[config.mk]
export PLATFORM = sky130hd
export DESIGN_NAME = vga_sync
export DESIGN_NICKNAME = d
export VERILOG_FILES = /design/src/rtl/vga_sync.sv
export SDC_FILE = /design/constraint.sdc
export NUM_CORES = 1
export LEC_CHECK = 0
export BUFFER_PORTS_ARGS = -buffer_cell sky130_fd_sc_hd__buf_2
export CAP_MARGIN = 5
export CORE_MARGIN = 2
export CORE_UTILIZATION = 40
export DETAILED_ROUTE_END_ITERATION = 8
export MAX_ROUTING_LAYER = met4
export PLACE_DENSITY_LB_ADDON = 0.05
export SYNTH_ARGS = -nofsm -noshare
export SYNTH_HDL_FRONTEND = slang
export SYNTH_SLANG_ARGS = --single-unit
[constraint.sdc]
create_clock -name clk -period 2 [get_ports clk]
set_input_delay 0.3 -clock clk [delete_from_list [all_inputs] [get_ports clk]]
set_output_delay 0.3 -clock clk [all_outputs]
set_load 0.005 [all_outputs]
[src/rtl/vga_sync.sv]
// 640x480 @ 60 Hz raster timing generator: pixel enable, x/y position, syncs,
// visible-area flag and an end-of-frame strobe.
module vga_sync #(
  parameter int unsigned CLK_DIV     = 2,
  parameter int unsigned H_DISPLAY   = 640,
  parameter int unsigned H_FRONT     = 16,
  parameter int unsigned H_SYNC      = 96,
  parameter int unsigned H_BACK      = 48,
  parameter int unsigned V_DISPLAY   = 480,
  parameter int unsigned V_FRONT     = 10,
  parameter int unsigned V_SYNC      = 2,
  parameter int unsigned V_BACK      = 33,
  parameter bit          SYNC_ACTIVE = 1'b0
) (
  input  logic       clk,
  input  logic       reset,
  output logic       p_tick,
  output logic [9:0] x,
  output logic [9:0] y,
  output logic       hsync,
  output logic       vsync,
  output logic       video_on,
  output logic       frame_tick
);

  localparam int unsigned POS_W   = 10;
  localparam int unsigned H_TOTAL = H_DISPLAY + H_FRONT + H_SYNC + H_BACK;
  localparam int unsigned V_TOTAL = V_DISPLAY + V_FRONT + V_SYNC + V_BACK;
  localparam int unsigned DIV_W   = (CLK_DIV > 1) ? $clog2(CLK_DIV) : 1;
  localparam int unsigned HS_LO   = H_DISPLAY + H_FRONT;
  localparam int unsigned HS_HI   = H_DISPLAY + H_FRONT + H_SYNC;
  localparam int unsigned VS_LO   = V_DISPLAY + V_FRONT;
  localparam int unsigned VS_HI   = V_DISPLAY + V_FRONT + V_SYNC;

  // Geometry must fit the 10-bit position counters.
  if (H_TOTAL > 1024 || V_TOTAL > 1024) begin : g_bad_total
    $error("vga_sync: H_TOTAL/V_TOTAL exceed 1024");
  end
  if (CLK_DIV < 1 || CLK_DIV > 16) begin : g_bad_div
    $error("vga_sync: CLK_DIV outside 1..16");
  end

  logic [DIV_W-1:0] div;
  logic [DIV_W-1:0] div_next;
  logic [POS_W-1:0] x_next;
  logic [POS_W-1:0] y_next;
  logic             last_x;
  logic             last_y;

  assign last_x     = (x == POS_W'(H_TOTAL - 1));
  assign last_y     = (y == POS_W'(V_TOTAL - 1));
  assign p_tick     = (div == DIV_W'(CLK_DIV - 1));
  assign frame_tick = p_tick & last_x & last_y;

  // Next position: advance one pixel per tick, wrap line then frame.
  always_comb begin
    div_next = p_tick ? '0 : div + DIV_W'(1);
    x_next   = x;
    y_next   = y;
    if (p_tick) begin
      if (last_x) begin
        x_next = '0;
        y_next = last_y ? '0 : y + POS_W'(1);
      end else begin
        x_next = x + POS_W'(1);
      end
    end
  end

  // Flags are loaded from the next position so they line up with x/y.
  always_ff @(posedge clk) begin
    if (reset) begin
      div      <= '0;
      x        <= '0;
      y        <= '0;
      hsync    <= ~SYNC_ACTIVE;
      vsync    <= ~SYNC_ACTIVE;
      video_on <= 1'b1;
    end else begin
      div      <= div_next;
      x        <= x_next;
      y        <= y_next;
      hsync    <= ((32'(x_next) >= HS_LO) && (32'(x_next) < HS_HI)) ? SYNC_ACTIVE : ~SYNC_ACTIVE;
      vsync    <= ((32'(y_next) >= VS_LO) && (32'(y_next) < VS_HI)) ? SYNC_ACTIVE : ~SYNC_ACTIVE;
      video_on <= (32'(x_next) < H_DISPLAY) && (32'(y_next) < V_DISPLAY);
    end
  end

endmodule
* Word level (Yosys, flattened, before mapping)
Cells that the tools add are included.
** Word-level totals
- Register bits after elaboration :: 24
- Output and inout port bits :: 25
- Word-level logic and storage cells :: 30
** Operators by class
- Add/subtract/negate cells :: 3
- Order comparisons :: 6
- Eq/ne operators :: 2
- Mux-type cells :: 7
- Bitwise operators :: 2
- Reduce and logical (&&, ||, !) cells :: 4
** Operators by type and width (count)
- $mux 10 :: 5
- $add 10x1->10 const B :: 2
- $eq 10x10->1 const B :: 2
- $lt 10x10->1 const B :: 2
- $lt 10x9->1 const B :: 2
- $ge 10x10->1 const B :: 1
- $ge 10x9->1 const B :: 1
- $logic_and 1x1->1 :: 3
- $and 1x1->1 :: 2
- $mux 1 :: 2
- $reduce_or 2->1 :: 1
- $add 1x1->1 const B :: 1

* Longest topological paths before layout
- Depth in word-level cells :: 7
- Depth in mapped cells :: 7
- Gate-level depth less buffers :: 7

* Worst setup path before layout
OpenSTA, ideal clock, no wires.
- Path type :: reg-to-reg
- Start point :: register x[0]
- End point :: register video_on
- Library setup time :: 96 ps
- Arrival time :: 2087 ps
- Data required time :: 1904 ps
- Path slack :: -183 ps
- Stages on the path, launching flop included :: 8
- Path buffers :: 1
- Path through :: dfxtp_1 ha_1 nand3_1 or3_4 buf_6 o41ai_4 a21oi_2 o41ai_2
** Between the ends
- Word-level cells in the longest chain between the ends :: 5
- Elaborated cells between the ends (all ways) :: 9
- Classes of those cells :: 1 x add/sub; 2 x order compare; 1 x eq/ne; 4 x mux; 1 x reduce/logical
** RTL lines
- start: declaration :: line 18 : output logic [9:0] x,
- start signal: assignment :: line 81 : x <= x_next;
- $add 10x1->10 / $eq 10x10->1 (equally long branches) :: line 65, 50
- $mux 10 :: line 61 : if (last_x) begin
- $mux 10 :: line 60 : if (p_tick) begin
- $lt 10x10->1 / $lt 10x9->1 (equally long branches) :: line 85 : video_on <= (32'(x_next) < H_DISPLAY) && (32'(y_next) < V_DISPLAY);
- $logic_and 1x1->1 * :: line 85
- end signal: assignment :: line 85
- end: declaration :: line 22 : output logic video_on,
Mark *: on every way between the ends. The rest lies on a longest branch, timed or not.
A chain may end at the register's enable or synchronous reset.

* Worst setup path after layout
- Start point :: register y[1]
- End point :: output frame_tick
** Between the ends
- Word-level cells in the longest chain between the ends :: 2
** RTL lines
- start: declaration :: line 19 : output logic [9:0] y,
- start signal: assignment :: line 82 : y <= y_next;
- $eq 10x10->1 :: line 51 : assign last_y = (y == POS_W'(V_TOTAL - 1));
- $and 1x1->1 :: line 53 : assign frame_tick = p_tick & last_x & last_y;
- end: declaration :: line 23 : output logic frame_tick
No other way between the ends.

==> qor.csv <==
stage,metric,value,unit
floorplanning,DIE AREA,4120,sq um
clocking,H-Tree Depth,1,
routing,first drt pass iteration count,5,
global_route,initial antenna violation count,0,
status,status,"finished, violations left",
placed_design,placed cells,255,
timing,RSZ-0062 raised after global routing,true,
clocking,total clock sinks,24,
logic_synthesis,Post-Syn Area,1450,sq um
logic_synthesis,Synth top area share,0.332,
hold_path,Worst Hold Class,input port to flop,
setup_path,crit path max fanout,2,
placed_design,GPL Wtd Cong,0.905,
setup_path,delay of the slowest critical-path stage,0.35,ns
routing,Residual DRC,0,
setup_path,crit path buf inv count,3,
logic_synthesis,Yosys top cell by area,dfxtp_1,
routing,DR iter-0 viols,92,
clocking,Worst-Skew Late Latency,0.31,ns
power,internal power,0.000574,W
setup_path,Startpoint Class,flop,
setup_path,WP data required,1.70,ns
cells_and_area,area growth from synthesis to layout,38.1,%
global_route,largest net degree at the start of global routing,14,
floorplanning,Initial Util,0.424,
cells_and_area,Final Instance Area,2000,sq um
routing,wire length per cell,13.7,um
logic_synthesis,ys flop type,dfxtp_1,
logic_synthesis,Post-synth EDFFs,0,
floorplanning,I/O Pins,27,
logic_synthesis,dominant cells by area after synthesis,"dfxtp_1, xnor2_1, nor2_1, nand2_1, nand4_1",
timing,final period utilization,1.02,
floorplanning,Core ar.,3420,sq um
logic_synthesis,post-synthesis cell type count,42,
logic_synthesis,post-synthesis cell count,174,
logic_synthesis,Syn Area/Cell,8.32,sq um
logic_synthesis,"Seq/Total Area, Yosys",0.332,
floorplanning,DIE HEIGHT,64.2,um
global_route,total gr overflow,0,
power,sw frac,0.238,
timing,final worst path period need,2.05,ns
setup_path,CP max-delay cell,dfxtp_2,
clocking,TritonCTS clock tree,yes,
timing,final hold vios,0,
routing,Via density,5.34,
logic_synthesis,syn_nets,179,
setup_path,CP top delay family,simple AND/OR/NAND/NOR gates,
global_route,global-route wire length before repair,6150,um
setup_path,worst-path cell chain,inv_2 -> ha_4 -> nor4b_4 -> nand3b_1 -> buf_6 -> nor4_4 -> buf_2,
cells_and_area,n_diodes,0,
timing,max_slew headroom,0.764,
routing,post-route ant nets,0,
power,Switch Pwr,0.000179,W
job,maxcap violations,0,
setup_path,Crit Path Class,flop to output port,
timing,Final Slew Violations,0,
cells_and_area,"commonest non-fill, non-tap cell in the layout",buf_4,
logic_synthesis,Post-synth ARST share,0,
timing,Slew @ Worst Pin,0.351,ns
global_route,vias in the first global route,1334,
routing,final WL,3760,um
clocking,clk slew on worst S/H paths,0.14,ns
clocking,clk root buf,clkbuf_4,
routing,Vias,1469,
power,Leak,0.788,nW
floorplanning,Die Width,64.2,um
cells_and_area,most frequent cells in the layout,"buf_4, buf_2, dfxtp_1",
clocking,Longest Clk Path Bufs,2,
timing,Final WS setup,-0.0482,ns
placed_design,PortBufs,26,
cells_and_area,layout cells sized above 1,0.397,
power,Total Power,0.000753,W
power,Pwr Density,377,nW/um^2
setup_path,crit path DAT,1.75,ns
power,Peak supply drop,0.171,mV
global_route,total track usage,0.190,
timing,final setup fails,1,
status,violated checks,negative setup slack,
cells_and_area,final non-filler cell total,275,
logic_synthesis,Ys Warns,0,
setup_path,CP Capture Type,output port,
placed_design,DP Area,1760,sq um
placed_design,HPWL after detailed placement,2660,um
logic_synthesis,register bit total from synthesis,24,
cells_and_area,nets,235,
timing,f_max,0.488,GHz
floorplanning,Rows,21,
power,Reg power frac,0.646,
power,clock network power share,0.298,
clocking,CTS Buf Count,3,
timing,skew final,0.00340,ns
cells_and_area,Final Core Density,0.585,
power,Combinational Power Share,0.055,
routing by layer:
metal | part of all wire | track usage | wire [um] | up-vias
met4 | 0.016 | 0.0532 | 61 | 0
met1 | 0.43 | 0.224 | 1620 | 695
met5 | 0 | - | 0 | -
met2 | 0.52 | 0.341 | 1940 | 32
li1 | - | - | - | 738
met3 | 0.036 | 0.0229 | 137 | 4
cell type report:
| class | count | area [sq um] |
|---|---|---|
| Clock buffer | 3 | 22.5 |
| Fill cell | 328 | 1420 |
| Inverter | 7 | 26.3 |
| Tap cell | 46 | 57.6 |
| Multi-Input combinational cell | 130 | 968 |
| Sequential cell | 24 | 493 |
| Timing Repair Buffer | 64 | 428 |
| Clock inverter | 1 | 3.75 |
per-stage QoR:
step / worst slack [ns] / hold slack, ns / TNS [ns]
2_1_floorplan: 0.0432 / 0.420 / 0
3_3_place_gp: 0.129 / 0.505 / 0
3_5_place_dp: 0.0896 / 0.519 / 0
4_1_cts: -0.0453 / 0.289 / -0.0453
5_1_grt: -0.147 / 0.312 / -0.175
6_report: -0.0482 / 0.293 / -0.0482
worst paths after layout:
| path | startpoint | endpoint | slack [ns] | depth (start not counted) |
|---|---|---|---|---|
| worst max-delay path | y[1] | frame_tick | -0.05 | 7 |
| worst min register to register | y[8] | y[8] | 0.58 | 2 |
| worst max register to register | x[1] | vsync | 0.06 | 7 |
| worst min-delay path | reset | p_tick | 0.29 | 2 |
power by group through the flow:
stage	clock network, W	logic, W	registers (W)
after floorplan	0	0.0000184	0.000498
after global placement	0	0.0000301	0.000499
after detailed placement	0	0.0000311	0.000500
after CTS	0.000233	0.0000371	0.000487
after global routing	0.000251	0.0000467	0.000488
final	0.000225	0.0000418	0.000487
cell families (layout without fill, tap and decap cells):
logic type                 Yosys count  count (layout)  synth area share
buffers and inverters               20              75            0.0665
muxes                                1               1           0.00691
adders and majority gates            3               3            0.0259
AOI/OAI and AO/OA                   26              26             0.143
DFF                                 24              24             0.332
xor gates and xnor gates            14              14            0.0847
and+or+nand+nor                     86              86             0.341
cells in the mapped netlist (all sizes together), types with 3 or more instances:
| master | n |
|---|---|
| nor3 | 11 |
| xor2 | 5 |
| a21oi | 9 |
| nand2 | 15 |
| o41ai | 3 |
| nand3b | 4 |
| and3 | 4 |
| nand3 | 7 |
| xnor2 | 9 |
| buf | 5 |
| nand4 | 9 |
| nor2 | 17 |
| dfxtp | 24 |
| nor4 | 5 |
| ha | 3 |
| inv | 7 |
| o21ai | 8 |
| clkbuf | 8 |
timing repair:
action / 4_1_cts / 5_1_grt
gates resized for setup: 12 / 11
endpoints found under the setup margin: 1 / 13
hold buffers: 0 / 0
setup buffers: 9 / 6
gates cloned: 0 / 1
pin swaps: 4 / 6
state kept, by name (all words and copies together) (netlist names):
name      cells
x            10
y            10
hsync         1
p_tick        1
video_on      1
vsync         1
Note: power is estimated with default switching activity, not from simulation.
